## src/rtl/imm_extend_pipe.sv

```systemverilog
// imm_extend_pipe: RISC-V immediate decoder feeding an elastic
// valid/ready register pipeline with flush and occupancy tracking.
module imm_extend_pipe #(
    parameter int XLEN   = 32,
    parameter int STAGES = 2
) (
    input  logic            clk,
    input  logic            reset_n,
    input  logic            in_valid,
    output logic            in_ready,
    input  logic [31:7]     instr,
    input  logic [2:0]      ImmSrc,
    input  logic            flush,
    output logic            out_valid,
    input  logic            out_ready,
    output logic [XLEN-1:0] ImmExt,
    output logic            illegal,
    output logic [2:0]      occupancy
);

    localparam int LAST = STAGES - 1;

    logic [XLEN-1:0] decImm;
    logic            decIll;

    logic [LAST:0]   stageVld;
    logic [XLEN-1:0] stageData [STAGES];
    logic [LAST:0]   stageIll;

    logic [STAGES:0] canTake;
    logic [LAST:0]   adv;
    logic [LAST:0]   load;
    logic [XLEN-1:0] srcData [STAGES];
    logic [LAST:0]   srcIll;

    logic            accept;
    logic            outXfer;
    logic [2:0]      occCount;

    // Decode the immediate for the selected format, sign bit is instr[31]
    always_comb begin
        decImm = '0;
        decIll = 1'b0;
        unique case (ImmSrc)
            3'b000: decImm = {{(XLEN-12){instr[31]}},
                              instr[31:20]};
            3'b001: decImm = {{(XLEN-12){instr[31]}},
                              instr[31:25], instr[11:7]};
            3'b010: decImm = {{(XLEN-12){instr[31]}},
                              instr[7], instr[30:25],
                              instr[11:8], 1'b0};
            3'b011: decImm = {{(XLEN-20){instr[31]}},
                              instr[19:12], instr[20],
                              instr[30:21], 1'b0};
            3'b100: decImm = {{(XLEN-31){instr[31]}},
                              instr[30:12], 12'b0};
            3'b101: decImm = {{(XLEN-5){1'b0}},
                              instr[19:15]};
            3'b110: decImm = {{(XLEN-6){1'b0}},
                              (XLEN == 64) ? instr[25] : 1'b0,
                              instr[24:20]};
            default: decIll = 1'b1;
        endcase
    end

    // Ready chain from the output back to stage 0, plus stage sources
    always_comb begin
        canTake         = '0;
        adv             = '0;
        load            = '0;
        srcIll          = '0;
        canTake[STAGES] = out_ready;
        for (int k = LAST; k >= 0; k--) begin
            adv[k]     = stageVld[k] & canTake[k+1];
            canTake[k] = ~stageVld[k] | adv[k];
        end
        load[0]    = in_valid & canTake[0];
        srcData[0] = decImm;
        srcIll[0]  = decIll;
        for (int k = 1; k < STAGES; k++) begin
            load[k]    = adv[k-1];
            srcData[k] = stageData[k-1];
            srcIll[k]  = stageIll[k-1];
        end
    end

    assign in_ready  = canTake[0];
    assign accept    = in_valid & canTake[0];
    assign outXfer   = stageVld[LAST] & out_ready;

    assign out_valid = stageVld[LAST];
    assign ImmExt    = stageData[LAST];
    assign illegal   = stageIll[LAST];
    assign occupancy = occCount;

    // Stage registers; the last stage zeroes its payload when it empties
    always_ff @(posedge clk or negedge reset_n) begin
        if (!reset_n) begin
            stageVld <= '0;
            stageIll <= '0;
            for (int k = 0; k < STAGES; k++) begin
                stageData[k] <= '0;
            end
        end else if (flush) begin
            stageVld        <= '0;
            stageData[LAST] <= '0;
            stageIll[LAST]  <= 1'b0;
        end else begin
            for (int k = 0; k < STAGES; k++) begin
                if (load[k]) begin
                    stageVld[k]  <= 1'b1;
                    stageData[k] <= srcData[k];
                    stageIll[k]  <= srcIll[k];
                end else if (adv[k]) begin
                    stageVld[k] <= 1'b0;
                    if (k == LAST) begin
                        stageData[k] <= '0;
                        stageIll[k]  <= 1'b0;
                    end
                end
            end
        end
    end

    // Occupancy tracks accepts minus output transfers, cleared on flush
    always_ff @(posedge clk or negedge reset_n) begin
        if (!reset_n) begin
            occCount <= 3'd0;
        end else if (flush) begin
            occCount <= 3'd0;
        end else begin
            unique case ({accept, outXfer})
                2'b10:   occCount <= occCount + 3'd1;
                2'b01:   occCount <= occCount - 3'd1;
                default: occCount <= occCount;
            endcase
        end
    end

endmodule

```

## config.mk

```make
export PLATFORM = sky130hd
export DESIGN_NAME = imm_extend_pipe
export DESIGN_NICKNAME = d
export VERILOG_FILES = /design/src/rtl/imm_extend_pipe.sv
export SDC_FILE = /design/constraint.sdc
export NUM_CORES = 1
export LEC_CHECK = 0
export ABC_AREA = 1
export BUFFER_PORTS_ARGS = -buffer_cell sky130_fd_sc_hd__buf_4
export CAP_MARGIN = 20
export CORE_ASPECT_RATIO = 1.1
export CORE_MARGIN = 2
export CORE_UTILIZATION = 40
export CTS_BUF_LIST = sky130_fd_sc_hd__clkbuf_16
export DETAILED_ROUTE_END_ITERATION = 8
export PLACE_DENSITY_LB_ADDON = 0.25
export SETUP_SLACK_MARGIN = 0.3
export SYNTH_ARGS = -nofsm -noshare
export SYNTH_HDL_FRONTEND = slang
export SYNTH_SLANG_ARGS = --single-unit
```

## constraint.sdc

```tcl
create_clock -name clk -period 1.4 [get_ports clk]
set_input_delay 0.28 -clock clk [delete_from_list [all_inputs] [get_ports clk]]
set_output_delay 0.28 -clock clk [all_outputs]
set_load 0.03 [all_outputs]
```

# [Yosys cells after proc, flatten, opt, wreduce, memory -nomap -nowiden]
# Index checks and enable logic that the tools add are counted.
[op_classes] addsub=2 eq_ne=8 muxes=14 n_bitwise=8 n_reduce_logical=6
[op_table] op="$pmux W32 S7" n=1
[op_table] op="$mux W32" n=3
[op_table] op="$eq A3 B3 Y1 const B" n=3
[op_table] op="$reduce_bool A3 Y1" n=3
[op_table] op="$mux W1" n=7
[op_table] op="$reduce_or A7 Y1" n=1
[op_table] op="$eq A3 B2 Y1 const B" n=2
[op_table] op="$pmux W3 S2" n=1
[op_table] op="$add A3 B1 Y3 const B" n=1
[op_table] op="$and A1 B1 Y1" n=3
[op_table] op="$eq A3 B1 Y1 const B" n=1
[op_table] op="$logic_not A3 Y1" n=1
[op_table] op="$mux W3" n=1
[op_table] op="$not A1 Y1" n=3
[op_table] op="$sub A3 B1 Y3 const B" n=1
[op_table] op="$eq A2 B1 Y1 const B" n=1
[op_table] op="$eq A2 B2 Y1 const B" n=1
[op_table] op="$mux W2" n=1
[op_table] op="$or A1 B1 Y1" n=2
[op_table] op="$reduce_and A2 Y1" n=1
[word_totals] regBits=71 inputBits=33 output_inout_bits=38 word_cells=45

# [Longest topological paths before layout]
# Gate-level depths: netlist of the first run.
[logic_depth] ltp_word=8 depth_mapped=9 ltp_nobuf=9

# [Worst setup path after synthesis of the first run]
# No wires, ideal clock.
[synth_path] path_kind="register to register" start="register stageVld[1]" end="register occCount[2], in the netlist occupancy[2]" setup_time_ps=118 t_arrival_ps=1471 required_ps=1282 path_slack_ps=-189 stages_incl_launch_ff=9 n_path_buf=0 period_less_slack_ps=1589 cell_sequence="dfrtp_1 nand2_1 nor2_2 fa_1 nand2_1 nand2_1 xnor2_1 nand3_1 nand2_1"
[synth_between] elab_chain_cells=8 elab_cells_between_ends=11 classes_between="2 x eq/ne; 2 x mux; 6 x bitwise; 1 x reduce/logical"
[synth_rtl] element="start: declaration" line_no="26" text="logic [LAST:0] stageVld;"
[synth_rtl] element="start signal: assignment" line_no="99" text="stageVld <= '0;"
[synth_rtl] element="start signal: assignment" line_no="105" text="stageVld <= '0;"
[synth_rtl] element="start signal: indexed assignment" line_no="111" text="stageVld[k] <= 1'b1;"
[synth_rtl] element="$and A1 B1 Y1 / $not A1 Y1 (equally long branches)" line_no="74, 89, 75"
[synth_rtl] element="$or A1 B1 Y1" line_no="75" text="canTake[k] = ~stageVld[k] | adv[k];"
[synth_rtl] element="$and A1 B1 Y1" line_no="74" text="adv[k] = stageVld[k] & canTake[k+1];"
[synth_rtl] element="$or A1 B1 Y1" line_no="75"
[synth_rtl] element="$and A1 B1 Y1" line_no="88" text="assign accept = in_valid & canTake[0];"
[synth_rtl] element="$eq A2 B1 Y1 / $eq A2 B2 Y1 (equally long branches)" line_no="132" text="unique case ({accept, outXfer})"
[synth_rtl] element="$pmux W3 S2" line_no="132"
[synth_rtl] element="$mux W3" line_no="129" text="end else if (flush) begin"
[synth_rtl] element="end signal: assignment" line_no="133" text="2'b10: occCount <= occCount + 3'd1;"
[synth_rtl] element="end signal: assignment" line_no="134" text="2'b01: occCount <= occCount - 3'd1;"
[synth_rtl] element="end signal: assignment" line_no="135" text="default: occCount <= occCount;"
[synth_rtl] element="end: declaration" line_no="38" text="logic [2:0] occCount;"
# Parallel ways exist; a longest one is shown, timed or not.
# A chain may end at the register's enable or synchronous reset.

# [Final worst setup path of the first run]
[layout_path] start="register stageVld[1]" end="register stageData, in the netlist ImmExt[24]"
[layout_between] elab_chain_cells=5 elab_cells_between_ends=7 classes_between="2 x mux; 4 x bitwise; 1 x reduce/logical"
[layout_rtl] element="$and A1 B1 Y1 / $not A1 Y1 (equally long branches)" line_no="74, 75"
[layout_rtl] element="$or A1 B1 Y1" line_no="75"
[layout_rtl] element="$and A1 B1 Y1" line_no="74"
[layout_rtl] element="$mux W32" line_no="110" text="if (load[k]) begin"
[layout_rtl] element="$mux W32" line_no="104" text="end else if (flush) begin"
[layout_rtl] element="end signal: indexed assignment" line_no="112" text="stageData[k] <= srcData[k];"
[layout_rtl] element="end: declaration" line_no="27" text="logic [XLEN-1:0] stageData [STAGES];"
# Parallel ways exist; a longest one is shown, timed or not.

==> results by group, run 1 <==
Run status
  • Outcome: finished, violations left
  • Failing checks: negative setup slack

Timing
  • Final setup fails: 7
  • Max Clk Rate: 702 MHz
  • Slew headroom: 73.8%
  • Minimum clock period: 1.42 ns
  • Slew Limit Fails: 0
  • Fin. Hold Viols: 0
  • RSZ-0062 raised after global routing: yes
  • Slew @ Worst Pin: 0.393 ns
  • Skew final: 0.00348 ns
  • Setup WS post-layout: -0.0237 ns
  • Crit share post-route: 102%

Setup path
  • CP arrival: 1.67 ns
  • CP Capture Type: register
  • Crit path max fanout: 8
  • Worst EP required: 1.64 ns
  • Crit path kind: reg2reg
  • Startpoint Class: register

Worst hold path
  • HP Class: in2reg

Synth
  • Synth cell types: 26
  • Post-synthesis sequential area ratio: 55.5%
  • Yosys top cell area share: 55.5%
  • Top post-synthesis cells by area: dfrtp_1, inv_1, nand2_1
  • Avg Cell Area, Syn: 8.74 µm²
  • Syn_nets: 400
  • Syn. warnings: 0
  • Area leader, netlist: dfrtp_1
  • Post-synth EDFFs: 0
  • Cell Area, Synth: 3200 µm²
  • Top FF cell, synth: dfrtp_1
  • Cells after synthesis: 366
  • Asr flop ratio synth: 100%
  • Number of synthesized register bits: 71

CTS
  • # clock sinks: 71
  • Reg clk slew, reported paths: 0.06 ns
  • Root Driver: clkbuf_16
  • Worst-case clock buffer depth: 2
  • # H-tree levels: 3
  • Clock latency on the worst-skew pair: 0.33 ns
  • TritonCTS buffer count: 9
  • TritonCTS clock tree: yes

Pwr
  • Sw Share: 28.1%
  • Total power: 5.73 mW
  • Switching power: 1.61 mW
  • Clock share of power: 39.6%
  • Pint: 4.11 mW
  • Leak: 2.38 nW
  • Sequential Power Share: 40.9%
  • Worst IR Drop VDD: 0.000637 V
  • Combinational share of power: 19.5%
  • Pwr per Cell Area: 1160 nW/µm²

Global route
  • GRT Resource Usage Total: 18.7%
  • Number of global-route vias before repair: 2745
  • Largest net degree at the start of global routing: 72
  • Global-route wire length before repair: 12800 µm
  • Grt ovf: 0
  • Initial antenna violation count: 0

Floorplan
  • Die Footprint: 8730 µm²
  • Num ports: 71
  • Die Y: 97.8 µm
  • Die W: 89.3 µm
  • CORE AREA: 7830 µm²
  • Num rows: 34
  • Starting density of the core: 40.9%

Place
  • Placed instance area: 3900 µm²
  • Port-buffer cells: 70
  • Hpwl dp: 4940 µm
  • RD Place Congestion: 0.991

Routing
  • Residual DRC: 0
  • DR iter-0 viols: 129
  • Avg WL per Cell: 14.7 µm
  • Pre-antenna DRT Iters: 4
  • Final WL: 8690 µm
  • Vias/cell: 4.88
  • Routed Antenna Nets: 0
  • Total number of vias: 2876

Layout
  • Ratio of cells with drive above 1 in the final layout: 38.7%
  • Nets: 510
  • Fin area: 4930 µm²
  • Multi-input logic area: 1240 µm²
  • FF+latch area: 1780 µm²
  • Fillers: 706
  • Area delta synth->final: 54.1%
  • ANT cells: 0

Job
  • Maxcap violations: 0
logic make-up (layout without fill, tap and decap cells):
kind of cell | after synthesis | in the layout | share of synthesized area (%)
simple gates | 121 | 121 | 17.7
fa+ha+maj | 1 | 1 | 0.626
xor+xnor | 1 | 1 | 0.274
compound gates | 75 | 75 | 13.3
buf+inv | 97 | 212 | 12.6
flops | 71 | 71 | 55.5
synthesized netlist by cell type (8+ instances only):
master,count
dfrtp_1,71
o21ai_1,10
nand3_1,32
a21oi_1,9
o21ai_0,21
buf_2,9
nand4_1,8
o22ai_1,33
nand2_1,66
inv_1,73
flip-flops by register name, indices dropped and copies added, names as in the netlist:
signal	flops
occupancy	3
stageIll	2
stageVld	2
ImmExt	32
srcData	32
layout make-up:
type                       instances  share of cell area, %
inverter                          79                   6.29
tap                              108                   2.74
clock buffer                       9                   4.57
timing repair buffer             117                   23.7
sequential                        71                   36.1
multi-input combinational        198                   25.1
clock inverter                     7                   1.50
placed cells by master, fill, tap and decap left out, drive strengths merged, types with 5 or more instances in the layout:
cell,netlist,layout
a21oi,9,9
buf,15,112
clkbuf,3,12
clkinv,1,5
dfrtp,71,71
inv,78,80
nand2,70,70
nand3,36,36
nand4,8,8
nor2,6,6
o21ai,33,33
o22ai,33,33
through the flow:
step,worst slack [ns],instances,util (%),TNS (ns),hold slack [ns]
floorplan,-0.0188,366,-,-0.0202,-0.0156
global placement,0.0480,536,49.8,0,0.318
detailed placement,-0.00343,536,49.8,-0.00343,0.324
CTS,0.0238,570,57.7,0,0.122
global route,-0.0719,589,63.0,-0.777,0.138
finish,-0.0237,589,63.0,-0.0691,0.139
worst max-delay path, stage by stage (launching register included):
cell and delay [ns]:
dfrtp_2 0.44, buf_4 0.15, inv_4 0.06, o21ai_4 0.06
or2_4 0.32, clkbuf_16 0.20, o22ai_2 0.10
power by group through the flow:
stage / Clock [mW] / Sequential (mW) / Combinational, mW
4_1_cts: 2.31 / 2.34 / 0.964
3_5_place_dp: 0 / 2.37 / 0.862
6_report: 2.27 / 2.34 / 1.12
3_3_place_gp: 0 / 2.36 / 0.847
5_1_grt: 2.40 / 2.36 / 1.22
2_1_floorplan: 0 / 2.47 / 0.403
routing by layer:
metal | vias up | wire (µm) | GRT usage (%) | share of wire (%)
li1 | 1406 | - | - | -
met1 | 1366 | 3660 | 26.2 | 42
met2 | 79 | 4340 | 28.1 | 50
met3 | 25 | 367 | 2.96 | 4.2
met4 | 0 | 316 | 9.18 | 3.6
met5 | - | 0 | 0 | 0
worst paths after layout:
| kind | start | to | slack [ns] | depth (start not counted) |
|---|---|---|---|---|
| min in group asynchronous | reset_n | ImmExt[14] | 0.49 | 3 |
| setup reg to reg | stageVld[1] | ImmExt[24] | -0.02 | 6 |
| setup / recovery | stageVld[1] | ImmExt[24] | -0.02 | 6 |
| max in group asynchronous | reset_n | ImmExt[1] | 0.58 | 3 |
| hold / removal | flush | stageVld[0] | 0.14 | 2 |
| hold reg to reg | srcData[2] | srcData[2] | 0.49 | 2 |
repair_timing:
item	in CTS	in global routing
hold endpoints to repair	71	0
buffers inserted	16	14
gates resized for setup	41	40
setup endpoints to repair	108	108
hold buffers	1	0
pin swaps	1	4
gates cloned	1	5
No activity file was read; power rests on OpenSTA's default activity.
==> run 2, diff against run 1 <==
--- a/config.mk
+++ b/config.mk
@@ -13,6 +13,7 @@
 export CORE_UTILIZATION = 40
 export CTS_BUF_LIST = sky130_fd_sc_hd__clkbuf_16
 export DETAILED_ROUTE_END_ITERATION = 8
+export MAX_ROUTING_LAYER = met4
 export PLACE_DENSITY_LB_ADDON = 0.25
 export SETUP_SLACK_MARGIN = 0.3
 export SYNTH_ARGS = -nofsm -noshare
==> run 2 against run 1 <==
Against the previous run:
- the flow still finishes with violations (negative setup slack)
- first-iteration DRC count is 40% higher
- core utilization rose by 0.19 points
- cell count stayed put
- critical path depth rose by 2
- global-route usage is 0.51 points higher
- sequential cell count did not move
- non-clock buffer count is the same
- combinational power hardly changed
- critical endpoint is now occupancy[2]
==> results by group, run 2 (synthesized netlist as in run 1, its figures left out) <==
Run status
  • Outcome: finished, violations left
  • Failing checks: negative setup slack

Setup path
  • Cell chain of the critical path: nand2_4 > nor2_4 > fa_2 > nand2_1 > nand2_1 > xnor2_1 > nand3_1 > nand2_1
  • Cell mode on critical path: nand2_1
  • Startpoint Class: register
  • Max stage delay on crit path: 0.43 ns
  • CP bufs+invs: 0
  • Crit path max fanout: 4
  • Crit-path slowest cell: dfrtp_2
  • Reg2reg path depth: 8
  • Critical R2R Launch: stageVld[1]
  • CP arrival: 1.67 ns
  • Crit-path leading delay family: flip-flops
  • Reg2reg end: occupancy[2]
  • CP Capture Type: register
  • R2r setup slk: -0.003 ns
  • Worst EP required: 1.67 ns
  • Crit path kind: reg2reg

Layout
  • ANT cells: 0
  • Fin area: 4950 µm²
  • Most frequent cells in the layout: inv_1, dfrtp_1, buf_4
  • Area delta synth->final: 54.5%
  • Most common cell after layout, fill and taps aside: inv_1
  • Ratio of cells with drive above 1 in the final layout: 39.1%
  • Nets: 510

Floorplan
  • Die Y: 97.8 µm
  • Num rows: 34
  • Die Footprint: 8730 µm²
  • Num ports: 71
  • Die W: 89.3 µm
  • CORE AREA: 7830 µm²
  • Starting density of the core: 40.9%

Worst hold path
  • Worst Hold End: stageVld[0]
  • Hold path cells: 2
  • HP Class: in2reg
  • Hold Crit Start: flush

Global route
  • Number of global-route vias before repair: 2682
  • Grt ovf: 0
  • GRT Resource Usage Total: 19.2%
  • Initial antenna violation count: 0
  • Largest net degree at the start of global routing: 72
  • Global-route wire length before repair: 12800 µm

Timing
  • Slew Limit Fails: 0
  • Minimum clock period: 1.40 ns
  • Skew final: 0.00738 ns
  • RSZ-0062 raised after global routing: yes
  • Crit share post-route: 100%
  • Final setup fails: 1
  • Slew headroom: 74.9%
  • Setup WS post-layout: -0.00302 ns
  • Max Clk Rate: 713 MHz
  • Slew @ Worst Pin: 0.377 ns
  • Fin. Hold Viols: 0

Routing
  • Vias/cell: 4.90
  • DR iter-0 viols: 181
  • Routed Antenna Nets: 0
  • Residual DRC: 0
  • Pre-antenna DRT Iters: 4
  • Total number of vias: 2884
  • Avg WL per Cell: 14.5 µm
  • Final WL: 8530 µm

Pwr
  • Switching power: 1.57 mW
  • Sw Share: 26.9%
  • Clock share of power: 40.8%
  • Worst IR Drop VDD: 0.000672 V
  • Pwr per Cell Area: 1180 nW/µm²
  • Sequential Power Share: 40.2%
  • Combinational share of power: 19.0%
  • Leak: 2.37 nW
  • Pint: 4.27 mW

CTS
  • TritonCTS buffer count: 9
  • Clock latency on the worst-skew pair: 0.33 ns
  • Reg clk slew, reported paths: 0.06 ns
  • Worst-case clock buffer depth: 2
  • Root Driver: clkbuf_16
  • # clock sinks: 71
  • TritonCTS clock tree: yes
  • # H-tree levels: 3

Place
  • RD Place Congestion: 0.849
  • Port-buffer cells: 70
  • Pre-CTS setup slack: 0.0112 ns
  • Placed instance area: 3900 µm²
  • Hpwl dp: 5030 µm

Job
  • Maxcap violations: 0
[run 2: routing by layer]
metal	global-route usage [%]	share of wire (%)	vias up
li1	-	-	1404
met1	26.5	43	1394
met2	28.8	52	75
met3	4.06	4.2	11
met4	5.28	1.1	0
met5	-	0	-
[run 2: metrics by stage]
step	std cells	power, mW	hold slack [ns]	util, %	TNS (ns)
2_1_floorplan	366	2.87	-0.0156	-	-0.0202
3_3_place_gp	538	3.21	0.312	49.9	0
3_5_place_dp	538	3.23	0.317	49.9	0
4_1_cts	570	5.69	0.117	57.5	0
5_1_grt	589	6.10	0.127	63.2	-0.814
6_report	589	5.84	0.128	63.2	-0.00302
[run 2: worst max path at each step]
stage,from,depth (start not counted),slack (ns),to
finish,stageVld[1],8,-0.003,occupancy[2]
global route,stageVld[1],8,-0.12,occupancy[2]
CTS,stageVld[1],9,0.03,occupancy[2]
detailed placement,stageVld[1],8,0.01,occupancy[2]
global placement,stageVld[1],8,0.05,occupancy[2]
floorplan,stageVld[1],8,-0.02,occupancy[2]
[run 2: cell type report]
class | instances | area, µm²
Tap cell | 108 | 135
Inverter | 79 | 305
Clock inverter | 7 | 88.8
Fill cell | 704 | 2880
Clock buffer | 9 | 225
Sequential cell | 71 | 1780
Multi-Input combinational cell | 198 | 1260
Timing Repair Buffer | 117 | 1160
[run 2: repair_timing]
| action | 4_1_cts | 5_1_grt |
|---|---|---|
| gates resized for setup | 40 | 42 |
| buffers inserted | 15 | 14 |
| endpoints found under the setup margin | 108 | 108 |
| gates cloned | 0 | 5 |
| pin swaps | 2 | 6 |
| hold buffers | 1 | 0 |
| hold endpoints to repair | 71 | 0 |
[run 2: power by group through the flow]
| stage | Combinational (mW) | Clock [mW] | Sequential, mW |
|---|---|---|---|
| after global routing | 1.22 | 2.52 | 2.37 |
| after floorplan | 0.403 | 0 | 2.47 |
| after detailed placement | 0.863 | 0 | 2.37 |
| after global placement | 0.850 | 0 | 2.36 |
| after CTS | 0.943 | 2.41 | 2.34 |
| final | 1.11 | 2.39 | 2.35 |
